File: config.mk
export PLATFORM = sky130hd
export DESIGN_NAME = instr_encoder
export DESIGN_NICKNAME = d
export VERILOG_FILES = /design/src/rtl/riscv_pkg.sv /design/src/rtl/instr_packer.sv /design/src/rtl/instr_encoder.sv
export SDC_FILE = /design/constraint.sdc
export NUM_CORES = 1
export LEC_CHECK = 0
export CAP_MARGIN = 5
export CORE_MARGIN = 4
export CORE_UTILIZATION = 43
export CTS_CLUSTER_SIZE = 8
export DETAILED_ROUTE_END_ITERATION = 10
export GPL_ROUTABILITY_DRIVEN = 0
export MAX_ROUTING_LAYER = met4
export PLACE_DENSITY = 0.92
export SYNTH_ARGS = -nofsm -noshare
export SYNTH_HDL_FRONTEND = slang
export SYNTH_SLANG_ARGS = --single-unit
export TNS_END_PERCENT = 50
File: constraint.sdc
create_clock -name clk -period 3.3 [get_ports clk]
set_input_delay 0.66 -clock clk [delete_from_list [all_inputs] [get_ports clk]]
set_output_delay 0.66 -clock clk [all_outputs]
set_load 0.005 [all_outputs]
File: src/rtl/riscv_pkg.sv
// Shared RV32 opcode constants, LI sequencer states and output slot bundle.
// LI_EXPAND_EN (optional) enables load-immediate expansion in instr_encoder.
package riscv_pkg;

  localparam logic [6:0] OP_LUI    = 7'b0110111;
  localparam logic [6:0] OP_AUIPC  = 7'b0010111;
  localparam logic [6:0] OP_JAL    = 7'b1101111;
  localparam logic [6:0] OP_JALR   = 7'b1100111;
  localparam logic [6:0] OP_BRANCH = 7'b1100011;
  localparam logic [6:0] OP_LOAD   = 7'b0000011;
  localparam logic [6:0] OP_STORE  = 7'b0100011;
  localparam logic [6:0] OP_IMM    = 7'b0010011;
  localparam logic [6:0] OP_REG    = 7'b0110011;

  typedef enum logic {
    IDLE,
    LI_ADDI
  } li_state_e;

  typedef struct packed {
    logic        valid;
    logic        err;
    logic [31:0] instr;
  } slot_t;

endpackage

File: src/rtl/instr_packer.sv
// Combinational RV32 field packer: places fields and immediate per format
// and flags immediates that do not fit the selected format.
module instr_packer
  import riscv_pkg::*;
#(
  parameter int IMM_W = 32
) (
  input  logic [6:0]       opcode,
  input  logic [2:0]       fn3,
  input  logic [4:0]       rd,
  input  logic [4:0]       rs1,
  input  logic [4:0]       rs2,
  input  logic [IMM_W-1:0] imm,
  output logic [31:0]      instr,
  output logic             err
);

  logic signed [IMM_W-1:0] imm_s;
  logic [31:0] i32;
  logic fit12, b_rng, j_rng;
  logic is_b, is_j, is_u, is_s, is_r, is_sh, chk_i;

  assign imm_s = imm;
  assign i32   = 32'(imm_s);

  assign fit12 = (imm_s >= -2048) && (imm_s <= 2047);
  assign b_rng = (imm_s >= -4096) && (imm_s <= 4095);
  assign j_rng = (imm_s >= -1048576) && (imm_s <= 1048575);

  assign is_b  = opcode == OP_BRANCH;
  assign is_j  = opcode == OP_JAL;
  assign is_u  = (opcode == OP_LUI) || (opcode == OP_AUIPC);
  assign is_s  = opcode == OP_STORE;
  assign is_r  = opcode == OP_REG;
  assign is_sh = (opcode == OP_IMM) && (fn3[1:0] == 2'b01);
  assign chk_i = (opcode == OP_IMM) || (opcode == OP_JALR) ||
                 (opcode == OP_LOAD);

  always_comb begin
    instr = {i32[11:0], rs1, fn3, rd, opcode};
    err   = chk_i && !fit12;
    unique case (1'b1)
      is_b: begin
        instr = {i32[12], i32[10:5], rs2, rs1, fn3,
                 i32[4:1], i32[11], opcode};
        err   = i32[0] || !b_rng;
      end
      is_j: begin
        instr = {i32[20], i32[10:1], i32[11], i32[19:12],
                 rd, opcode};
        err   = i32[0] || !j_rng;
      end
      is_u: begin
        instr = {i32[31:12], rd, opcode};
        err   = i32[11:0] != 12'd0;
      end
      is_s: begin
        instr = {i32[11:5], rs2, rs1, fn3, i32[4:0], opcode};
        err   = !fit12;
      end
      is_r: begin
        instr = {i32[11:5], rs2, rs1, fn3, rd, opcode};
        err   = 1'b0;
      end
      // shift amount is 5 bits; imm[10] selects arithmetic right shift
      is_sh: begin
        instr = {(i32[10] ? 7'b0100000 : 7'b0000000), i32[4:0],
                 rs1, fn3, rd, opcode};
        err   = 1'b0;
      end
      default: ;
    endcase
  end

endmodule

File: src/rtl/instr_encoder.sv
// RV32 instruction encoder with a one-entry registered output slot.
// Define LI_EXPAND_EN to enable LUI/ADDI load-immediate expansion.
module instr_encoder
  import riscv_pkg::*;
#(
  parameter int IMM_W = 32
) (
  input  logic             clk,
  input  logic             rst_n,
  input  logic             in_valid,
  output logic             in_ready,
  input  logic [6:0]       opcode,
  input  logic [2:0]       fn3,
  input  logic [4:0]       rd,
  input  logic [4:0]       rs1,
  input  logic [4:0]       rs2,
  input  logic [IMM_W-1:0] imm,
  input  logic             in_li,
  output logic             out_valid,
  input  logic             out_ready,
  output logic [31:0]      out_instr,
  output logic             out_err,
  output logic             li_busy
);

  slot_t slot_q, slot_d;
  logic [31:0] p_instr;
  logic p_err;
  logic slot_free, accept;
  logic ld_en, ld_err;
  logic [31:0] ld_instr;

  instr_packer #(.IMM_W(IMM_W)) u_packer (
    .opcode (opcode),
    .fn3    (fn3),
    .rd     (rd),
    .rs1    (rs1),
    .rs2    (rs2),
    .imm    (imm),
    .instr  (p_instr),
    .err    (p_err)
  );

  assign slot_free = !slot_q.valid || out_ready;
  assign accept    = in_valid && in_ready;

`ifdef LI_EXPAND_EN
  li_state_e state_q, state_d;
  logic [31:0] addi_q, addi_d;
  logic signed [IMM_W-1:0] imm_s;
  logic [31:0] i32, li_sum, lui_w, addi0_w, addi1_w, first_w;
  logic [19:0] hi;
  logic [11:0] lo;
  logic li_two;

  assign imm_s = imm;
  assign i32   = 32'(imm_s);
  // +0x800 rounds hi so the sign-extended ADDI low part lands exactly
  assign li_sum  = i32 + 32'h0000_0800;
  assign hi      = li_sum[31:12];
  assign lo      = i32[11:0];
  assign lui_w   = {hi, rd, OP_LUI};
  assign addi0_w = {lo, 5'd0, 3'b000, rd, OP_IMM};
  assign addi1_w = {lo, rd, 3'b000, rd, OP_IMM};
  assign first_w = (hi == 20'd0) ? addi0_w : lui_w;
  assign li_two  = (hi != 20'd0) && (lo != 12'd0);

  assign in_ready = (state_q == IDLE) && slot_free;
  assign li_busy  = state_q == LI_ADDI;

  always_comb begin
    state_d  = state_q;
    addi_d   = addi_q;
    ld_en    = 1'b0;
    ld_err   = 1'b0;
    ld_instr = p_instr;
    unique case (state_q)
      IDLE: begin
        if (accept) begin
          ld_en    = 1'b1;
          ld_instr = in_li ? first_w : p_instr;
          ld_err   = in_li ? 1'b0 : p_err;
          if (in_li && li_two) begin
            state_d = LI_ADDI;
            addi_d  = addi1_w;
          end
        end
      end
      LI_ADDI: begin
        if (slot_free) begin
          ld_en    = 1'b1;
          ld_instr = addi_q;
          state_d  = IDLE;
        end
      end
      default: state_d = IDLE;
    endcase
  end

  always_ff @(posedge clk or negedge rst_n) begin
    if (!rst_n) begin
      state_q <= IDLE;
      addi_q  <= '0;
    end else begin
      state_q <= state_d;
      addi_q  <= addi_d;
    end
  end
`else
  logic unused_li;

  assign unused_li = in_li;
  assign in_ready  = slot_free;
  assign li_busy   = 1'b0;
  assign ld_en     = accept;
  assign ld_instr  = p_instr;
  assign ld_err    = p_err;
`endif

  always_comb begin
    slot_d = slot_q;
    if (ld_en) begin
      slot_d.valid = 1'b1;
      slot_d.err   = ld_err;
      slot_d.instr = ld_instr;
    end else if (slot_q.valid && out_ready) begin
      slot_d.valid = 1'b0;
    end
  end

  always_ff @(posedge clk or negedge rst_n) begin
    if (!rst_n) slot_q <= '0;
    else        slot_q <= slot_d;
  end

  assign out_valid = slot_q.valid;
  assign out_instr = slot_q.instr;
  assign out_err   = slot_q.err;

endmodule

==> run metrics <==
area grow syn2layout 54.5%; DIE AREA around 5500 um^2; Switch Pwr ~0.00030 W; Routed Antenna Nets 0; met3 WL 571 um; global-route wire length before repair 9160 um; detailed-placement wirelength estimate about 4700 um; DR DRC count 0; # clock sinks 34; commonest cells after routing, fill and taps aside 94 x clkdlybuf4s50_1, 46 x nand2_1, 34 x dfrtp_1; top layer in use met4; Overall Global Routing Usage 0.224; Yosys reg bits 34; hold_ws 0.435 ns; R2R Path Start out_valid$_DFFE_PN0P_; switching share of power 0.273; Mean Syn Cell Area slightly below 9 um^2; initial antenna violation count 0; die height 74.5 um; Finished Layout Cells between 300 and 400; Required @ worst endpoint ~3.5 ns; CTS tree yes; setup TNS 0 ns; via count 2054; max-cap viol count 0; IO Port Bufs 95; crit path max fanout 10; Reg-to-Reg End out_instr[31]$_DFFE_PN0P_; actual slew at the worst max-slew pin between 0.7 and 0.8 ns; Core Box Area 4140 um^2; # setup viols final 0; max-slew violations 0; clock group share of total power 0.261; critical path capture point type flop; sequential share of power 0.449; ant diodes 0; share of cells above drive strength 1 0.0393; cell area after synthesis roughly 1900 um^2; crit path DAT between 2 and 3 ns; routed length per instance approximately 17 um; later-pin clock latency in the skew report 0.29 ns; Total Routed Length approximately 6100 um; fmax between 0.3 and 0.4 GHz; max_slew headroom 0.494; Post-synth EDFFs 0; unrepaired setup endpoints after global routing no; Comb power frac 0.290; slowest CP cell clkdlybuf4s50_1; largest net degree at the start of global routing 35; Placed Cells approximately 350; PostCTS Resize Cnt 0; clock root buffer clkbuf_8; Final nets 367; Final Skew 0.00260 ns; Peak VDD IR between 0.2 and 0.25 mV; routed wl met2 just under 3000 um; most common cell after layout, fill and taps aside clkdlybuf4s50_1; Int Power roughly 0.0008 W; final setup margin approximately 0.76 ns; FFs w/ async S/R, synth 1.00; worst hold path class input port to asynchronous set/reset pin; H-tree depth 2; Synth area leader dfrtp_1; vias in the first global route between 1500 and 2000; top-area cell type share of the netlist area 0.448; Syn Nets 276; CTS max path bufs 2; post-synthesis sequential area ratio 0.448; Startpoint Class input port; ys flop type dfrtp_1; die width ~74 um; top cell family by delay on the critical path simple AND/OR/NAND/NOR gates; DR iter-0 viols 170; Place WS between 0.4 and 0.5 ns; Starting Density 0.458; Final Cycle Share 0.771; CTS Buf Count 5; Tmin final around 2.5 ns; Crit path largest cell delay 0.70 ns; largest cells by area after synthesis dfrtp_1 45%, nand2_1 9.1%, mux2i_1 7.4%, o21ai_0 4.0%, nor2_1 3.2%; Crit Path Category input port to flop; M1 WL 2410 um; Cell Chain, Critical Path clkdlybuf4s50_1, nand4_1, nor3_4, nor2_4, and4b_1, o32a_1; Post-CTS Repair Setup Buffers 0; total global routing overflow 0; 1st-pass router iterations 5; leakage power 1.26 nW; outcome completed; Final Hold Viols 0; num ports between 90 and 100; r2r worst-path depth 4; # rows 23; vias per inst approximately 5.8; Post-CTS Hold Buffers 0; Synth warnings 0; fin util 0.708; pwr dens between 300 and 400 nW/um^2; Yosys cell types 38; buffer and inverter count on the worst path 1; reg-to-reg slack, setup ~1.5 ns; CTS clock-pin slew for the worst setup and hold paths around 0.070 ns; Synth Instances between 200 and 250; filler instances 348
## synthesized netlist by cell type (2+ instances only)
cell	number
nor2_1	16
buf_4	2
nand3_1	7
o21ai_1	3
mux2i_1	14
or4_1	5
buf_2	4
nor3_1	2
nand2_1	46
nand2b_1	2
a21oi_1	8
nand3b_1	2
nor4_1	7
and4b_1	2
dfrtp_1	34
a31oi_1	6
o21bai_1	2
nand4_1	7
o21ai_0	15
a221oi_1	5
clkbuf_1	7
nand4b_1	2
## cell type report
| cell class | count | area (um^2) | share of cell area |
|---|---|---|---|
| inverter | 1 | 3.75 | 0.00128 |
| timing repair buffer | 98 | 968 | 0.330 |
| clock buffer | 7 | 76.3 | 0.0260 |
| sequential | 34 | 851 | 0.290 |
| tap | 50 | 62.6 | 0.0213 |
| multi-input combinational | 165 | 972 | 0.331 |
## metal layers
| metal | vias to the layer above | GRT usage |
|---|---|---|
| met1 | 946 | 0.271 |
| met4 | 0 | 0.0771 |
| li1 | 961 | - |
| met2 | 121 | 0.370 |
| met3 | 26 | 0.0486 |
| met5 | - | - |
## flip-flops by register name (all words and copies together), names as in the netlist
| register | cells |
|---|---|
| out_instr | 32 |
| out_err | 1 |
| out_valid | 1 |
## kinds of logic (layout without fill, tap and decap cells)
group / Yosys count / count (layout) / synth area share
xor gates and xnor gates: 1 / 1 / 0.00461
AOI/OAI and AO/OA: 44 / 44 / 0.153
muxes: 14 / 14 / 0.0738
and+or+nand+nor: 105 / 105 / 0.279
DFF: 34 / 34 / 0.448
buffers and inverters: 15 / 106 / 0.0402
other: 1 / 1 / 0.00197
## power by group through the flow
stage / Clock [W] / Sequential [W] / Combinational (W)
floorplan: 0 / 0.000512 / 0.0000920
global placement: 0 / 0.000506 / 0.000316
detailed placement: 0 / 0.000508 / 0.000323
CTS: 0.000296 / 0.000501 / 0.000326
global route: 0.000312 / 0.000508 / 0.000349
finish: 0.000292 / 0.000501 / 0.000324
## how the worst max path moves through the flow
| stage | from | end | slack (ns) | depth (start not counted) |
|---|---|---|---|---|
| final | opcode[6] | out_instr[31]$_DFFE_PN0P_ | 0.76 | 6 |
| after global routing | opcode[6] | out_instr[31]$_DFFE_PN0P_ | 0.66 | 6 |
| after CTS | opcode[6] | out_instr[31]$_DFFE_PN0P_ | 0.78 | 6 |
| after detailed placement | opcode[6] | out_instr[31]$_DFFE_PN0P_ | 0.49 | 6 |
| after global placement | opcode[6] | out_instr[31]$_DFFE_PN0P_ | 0.53 | 6 |
| after floorplan | opcode[6] | out_instr[31]$_DFFE_PN0P_ | 1.30 | 6 |
## worst reg2reg max path: stages, from the launching register on
cell and delay [ns]:
dfrtp_1 0.38, nand2b_1 0.13, nand2_1 0.42, a221o_1 0.44, o32a_1 0.29
## through the flow
stage / power [W] / area, um^2
2_1_floorplan: 0.000604 / 1900
3_3_place_gp: 0.000822 / 2860
3_5_place_dp: 0.000831 / 2860
4_1_cts: 0.00112 / 2930
5_1_grt: 0.00117 / 2930
6_report: 0.00112 / 2930
No activity file was read; power rests on OpenSTA's default activity.
